`config.mk`:
```
export PLATFORM = sky130hd
export DESIGN_NAME = serial_frame_receiver
export DESIGN_NICKNAME = d
export VERILOG_FILES = /design/src/rtl/serial_frame_receiver.sv
export SDC_FILE = /design/constraint.sdc
export NUM_CORES = 1
export LEC_CHECK = 0
export ABC_AREA = 0
export BUFFER_PORTS_ARGS = -buffer_cell sky130_fd_sc_hd__buf_2
export CORE_MARGIN = 3
export CORE_UTILIZATION = 36
export CTS_CLUSTER_SIZE = 40
export DETAILED_ROUTE_END_ITERATION = 7
export GPL_TIMING_DRIVEN = 0
export SYNTH_ARGS = -nofsm -noshare
export SYNTH_HDL_FRONTEND = slang
export SYNTH_SLANG_ARGS = --single-unit
```
`constraint.sdc`:
```
create_clock -name clock -period 2.13 [get_ports clock]
set_input_delay 0.213 -clock clock [delete_from_list [all_inputs] [get_ports clock]]
set_output_delay 0.213 -clock clock [all_outputs]
set_load 0.02 [all_outputs]
```
`src/rtl/serial_frame_receiver.sv`:
```
`default_nettype none
// ============================================================================
//  Module      : serial_frame_receiver
//  Description : Rebuilds DATA_W-bit characters from an LSB-first serial
//                stream framed by a one-cycle sync strobe, buffers them in a
//                small FIFO and offers them over a valid/ready handshake.
//                Sticky flags report framing errors and FIFO overruns.
//  Revision    : 1.0 - initial release
// ============================================================================
module serial_frame_receiver #(
    parameter int DATA_W = 8,
    parameter int DEPTH  = 4,
    parameter int PTR_W  = 2
) (
    input  logic              clock,
    input  logic              reset,
    input  logic              serial_in,
    input  logic              frame_sync,
    output logic [DATA_W-1:0] char_out,
    output logic              char_valid,
    input  logic              char_ready,
    output logic              frame_error,
    output logic              overrun,
    input  logic              clear_flags,
    output logic [PTR_W:0]    fill_level
);

    localparam int             CNT_W      = (DATA_W > 1) ? $clog2(DATA_W) : 1;
    localparam logic [CNT_W-1:0] c_LAST_BIT = CNT_W'(DATA_W - 1);
    localparam logic [PTR_W:0]   c_FULL     = (PTR_W + 1)'(DEPTH);

    typedef enum logic [0:0] {
        ST_IDLE  = 1'b0,
        ST_SHIFT = 1'b1
    } state_t;

    state_t              r_state;
    state_t              w_state_next;
    logic [CNT_W-1:0]    r_bit_cnt;
    logic [CNT_W-1:0]    w_bit_cnt_next;
    logic [DATA_W-1:0]   r_shift;
    logic [DATA_W-1:0]   w_shift_next;
    logic [DATA_W-1:0]   w_push_char;
    logic                w_push;
    logic                w_frame_err_evt;

    logic [DATA_W-1:0]   r_mem [DEPTH];
    logic [PTR_W-1:0]    r_wr_ptr;
    logic [PTR_W-1:0]    r_rd_ptr;
    logic [PTR_W:0]      r_count;
    logic                w_pop;
    logic                w_full;
    logic                w_push_ok;
    logic                w_drop;

    // Deserialiser state register: FSM state, bit position and partial character
    always_ff @(posedge clock or posedge reset) begin
        if (reset) begin
            r_state   <= ST_IDLE;
            r_bit_cnt <= '0;
            r_shift   <= '0;
        end else begin
            r_state   <= w_state_next;
            r_bit_cnt <= w_bit_cnt_next;
            r_shift   <= w_shift_next;
        end
    end

    // Next-state logic: sample one bit per SHIFT cycle, push on the last bit,
    // and resynchronise on a strobe (error unless it lands on the last bit)
    always_comb begin
        w_state_next    = r_state;
        w_bit_cnt_next  = r_bit_cnt;
        w_shift_next    = r_shift;
        w_push_char     = r_shift;
        w_push          = 1'b0;
        w_frame_err_evt = 1'b0;
        w_push_char[r_bit_cnt] = serial_in;
        case (r_state)
            ST_IDLE: begin
                if (frame_sync) begin
                    w_state_next   = ST_SHIFT;
                    w_bit_cnt_next = '0;
                    w_shift_next   = '0;
                end
            end
            ST_SHIFT: begin
                if (r_bit_cnt == c_LAST_BIT) begin
                    // Final bit is always kept; a coincident strobe starts the next frame
                    w_push         = 1'b1;
                    w_shift_next   = '0;
                    w_bit_cnt_next = '0;
                    w_state_next   = frame_sync ? ST_SHIFT : ST_IDLE;
                end else if (frame_sync) begin
                    w_frame_err_evt = 1'b1;
                    w_shift_next    = '0;
                    w_bit_cnt_next  = '0;
                end else begin
                    w_shift_next   = w_push_char;
                    w_bit_cnt_next = r_bit_cnt + CNT_W'(1);
                end
            end
            default: begin
                w_state_next = ST_IDLE;
            end
        endcase
    end

    // Handshake decode; a full FIFO still accepts a push when it pops the same cycle
    assign w_pop     = (r_count != '0) && char_ready;
    assign w_full    = (r_count == c_FULL);
    assign w_push_ok = w_push && (!w_full || w_pop);
    assign w_drop    = w_push && w_full && !w_pop;

    // FIFO storage: write the completed character at the write pointer
    always_ff @(posedge clock or posedge reset) begin
        if (reset) begin
            for (int i = 0; i < DEPTH; i++) begin
                r_mem[PTR_W'(i)] <= '0;
            end
        end else if (w_push_ok) begin
            r_mem[r_wr_ptr] <= w_push_char;
        end
    end

    // FIFO pointers and occupancy; pointers wrap naturally modulo DEPTH
    always_ff @(posedge clock or posedge reset) begin
        if (reset) begin
            r_wr_ptr <= '0;
            r_rd_ptr <= '0;
            r_count  <= '0;
        end else begin
            if (w_push_ok) begin
                r_wr_ptr <= r_wr_ptr + PTR_W'(1);
            end
            if (w_pop) begin
                r_rd_ptr <= r_rd_ptr + PTR_W'(1);
            end
            case ({w_push_ok, w_pop})
                2'b10:   r_count <= r_count + (PTR_W + 1)'(1);
                2'b01:   r_count <= r_count - (PTR_W + 1)'(1);
                default: r_count <= r_count;
            endcase
        end
    end

    // Sticky error flags; a new event in the clearing cycle keeps the flag set
    always_ff @(posedge clock or posedge reset) begin
        if (reset) begin
            frame_error <= 1'b0;
            overrun     <= 1'b0;
        end else begin
            if (w_frame_err_evt) begin
                frame_error <= 1'b1;
            end else if (clear_flags) begin
                frame_error <= 1'b0;
            end
            if (w_drop) begin
                overrun <= 1'b1;
            end else if (clear_flags) begin
                overrun <= 1'b0;
            end
        end
    end

    assign char_out   = r_mem[r_rd_ptr];
    assign char_valid = (r_count != '0);
    assign fill_level = r_count;

endmodule
`default_nettype wire

```
==> results.cfg <==
[logic_synthesis]
synth_area_mm2 = 0.002565
synth_edf_count = 16
yosys_warnings = 0
avgSynthCellArea_um2 = 14.09
ys_seq_area_share_pct = 54.83
synth.distinct_cells = 39
synth_nets = 196
synth_cells = 182
async_flop_share_pct = 69.81
synthFlopType = dfrtp_1
synth_seq_cells = 53

[floorplanning]
die_w_um = 90.41
pin_count = 20
initial_core_util_pct = 37.34
core_mm2 = 0.006869
die_h_um = 90.41
core.rowCount = 30
die_area_mm2 = 0.008174

[cells_and_area]
insertedDiodeCount = 0
final_cell_area_mm2 = 0.002969
drive_above_1_share_pct = 40.93
fill_cells = 661
syn_to_final_growth_pct = 15.76
final_util_pct = 43.22
fin_nets = 228

[cts]
clk_latency_ns = 0.31
cts_buffers = 5
cts_buffer_depth = 2
holdBufCountCts = 0
tritoncts = done
cts.sinks = 53
clkTransAtPathRegs_ns = 0.10
root_buffer = clkbuf_8
h-tree-depth = 2

[critical_path]
crit_type = register to register
crit_arrival_ns = 2.40
crit_fanout = 2
cp_common_cell = xor2_1
cp-end-kind = register
crit_chain = or4b_4, nand3_4, buf_4, ha_4, inv_1, fa_2, xor2_1, nor2_1, xor2_1
start_kind = register
slowest_delay_ns = 0.54
worst_ep_required_time_ns = 2.36
cp_slowest_cell = or4b_4

[pwr]
power_frac_clock_pct = 21.8
p_per_area_mw_per_mm2 = 905.6
swShare_pct = 33.18
power_frac_seq_pct = 44.0
vdd_drop_max_uv = 274.0
p_switching_w = 0.0008923
p_leak_nw = 1.268
internal_power_w = 0.001797
pwr-share-comb_pct = 34.3

[outcome]
violations = setup timing
status = complete, but fails checks

[sta]
layout_setup_ws_ns = -0.03956
worst_pin_slew_ns = 0.7937
finClkSkew_ns = 0.006096
rsz0062_at_grt = true
fin_crit_ns = 2.170
setup_viol = 1
finalCritPeriodShare_pct = 101.9
hold_violations = 0
fmaxAchievable_ghz = 0.4609
hold_ws_ns = 0.09218
maxSlewViolCount = 0
maxSlewHeadroom_pct = 47.01

[global_routing]
antenna_found_initial = 0
grt_pass1_vias = 1513
overflow = 0
grt_max_degree = 38
grt_usage_pct = 12.08
grt_pass1_wl_um = 7748

[place]
portBuffers = 17
gp_congestion = 0.7042
dpl_cell_area_mm2 = 0.002793
place_hpwl_um = 3031

[run]
drv_cap = 0

[drt]
route.antenna.remaining_nets = 0
wl_um = 4488
post_drt_via_cell_ratio = 4.707
drt_pass1_iterations = 3
first_iter_violations = 28
drc_errors = 0
routedWlPerCell_um = 14.43
vias = 1464

[min_path]
min_path_type = primary input to async pin
worst paths after layout:
check,slack [ns],start,depth (start not counted),to
worst min-delay path,0.09,reset,2,r_state$_DFF_PP0_
worst min register to register,0.51,r_mem[17]$_DFFE_PP0P_,1,r_mem[17]$_DFFE_PP0P_
max in group asynchronous,1.49,reset,2,fill_level[0]$_DFFE_PP0P_
worst max register to register,-0.04,fill_level[0]$_DFFE_PP0P_,9,fill_level[2]$_DFFE_PP0P_
min in group clock,0.12,clear_flags,2,frame_error$_DFFE_PP0P_
worst max-delay path,-0.04,fill_level[0]$_DFFE_PP0P_,9,fill_level[2]$_DFFE_PP0P_
final cells by class:
cell class	instances	area (um2)	share of cell area [%]
Sequential cell	53	1409	47.45
Buffer	9	47.55	1.601
Tap cell	96	120.1	4.046
Inverter	10	37.54	1.264
Clock inverter	3	25.02	0.8428
Clock buffer	5	68.82	2.318
Timing Repair Buffer	25	145.1	4.888
Multi-Input combinational cell	110	1116	37.59
stage by stage:
stage           TNS, ns  worst slack [ns]  cells  power [W]
2_1_floorplan         0          0.002981    182   0.001876
3_3_place_gp     -5.829           -0.3895    295   0.002068
3_5_place_dp     -6.500           -0.4037    295   0.002080
4_1_cts          -5.839           -0.3688    308   0.002722
5_1_grt         -0.1654           -0.1654    311   0.002864
6_report       -0.03956          -0.03956    311   0.002689
flip-flops by register name, indices dropped and copies added, names as in the netlist:
name / flops
r_bit_cnt: 3
overrun: 1
r_rd_ptr: 2
r_mem: 32
r_shift: 8
r_state: 1
frame_error: 1
r_wr_ptr: 2
fill_level: 3
what timing repair did:
| action | in CTS | in global routing |
|---|---|---|
| endpoints found under the hold margin | 0 | 0 |
| setup buffers | 5 | 2 |
| setup endpoints to repair | 17 | 6 |
| resized for setup | 1 | 3 |
| pin swaps | 3 | 3 |
power groups by stage:
stage	combinational, W	clock, W	sequential, W
global placement	0.000826	0	0.00124
finish	0.000921	0.000585	0.00118
CTS	0.000929	0.000609	0.00118
detailed placement	0.000832	0	0.00125
floorplan	0.000608	0	0.00127
global route	0.00102	0.000647	0.00119
layer usage:
metal	share of wire (%)	vias up	GRT usage [%]
li1	-	723	-
met1	47	718	16.12
met2	49	17	19.54
met3	2.9	6	3.083
met4	1.3	0	3.444
met5	0	-	0
critical path: cells and delay by family, from the launching register on:
| family | cells | cell delay, ns |
|---|---|---|
| simple gates | 3 | 0.75 |
| fa+ha+maj | 2 | 0.46 |
| flops | 1 | 0.41 |
| xor+xnor | 2 | 0.30 |
| buf+inv | 2 | 0.16 |
cells in the final DEF, fill, tap and decap left out, drive strengths merged, types with 2 or more instances in the layout:
master	count
o32ai	3
mux2	25
a21oi	4
nor3b	7
nand3	2
clkbuf	8
nor2	4
o2bb2ai	4
inv	11
nor2b	4
xnor2	3
o21ai	6
buf	31
mux4	8
nand2	8
a22oi	2
nand3b	3
xor2	3
ha	7
dfrtp	37
edfxtp	16
nand2b	4
mux2i	2
cells in the mapped netlist, drive strengths merged (3+ instances only):
| library cell | count | area share (%) |
|---|---|---|
| xor2 | 3 | 1.0 |
| nor2b | 4 | 0.98 |
| o32ai | 3 | 1.0 |
| mux4 | 8 | 7.0 |
| nand3b | 3 | 0.88 |
| mux2 | 25 | 11 |
| buf | 6 | 1.3 |
| dfrtp | 37 | 36 |
| nand2b | 4 | 0.98 |
| xnor2 | 3 | 1.0 |
| nand2 | 8 | 1.3 |
| ha | 7 | 3.4 |
| clkbuf | 3 | 0.44 |
| edfxtp | 16 | 19 |
| a21oi | 4 | 0.78 |
| nor2 | 4 | 0.59 |
| o21ai | 6 | 1.2 |
| inv | 10 | 1.5 |
| nor3b | 7 | 2.9 |
| o2bb2ai | 4 | 1.4 |
cells by family after synthesis:
logic type	share of synthesized area [%]
DFF	54.83
and+or+nand+nor	11.02
muxes	18.93
AOI/OAI and AO/OA	5.805
buffers and inverters	3.171
adders and majority gates	4.195
xor gates and xnor gates	2.049
Note: power is estimated with default switching activity, not from simulation.
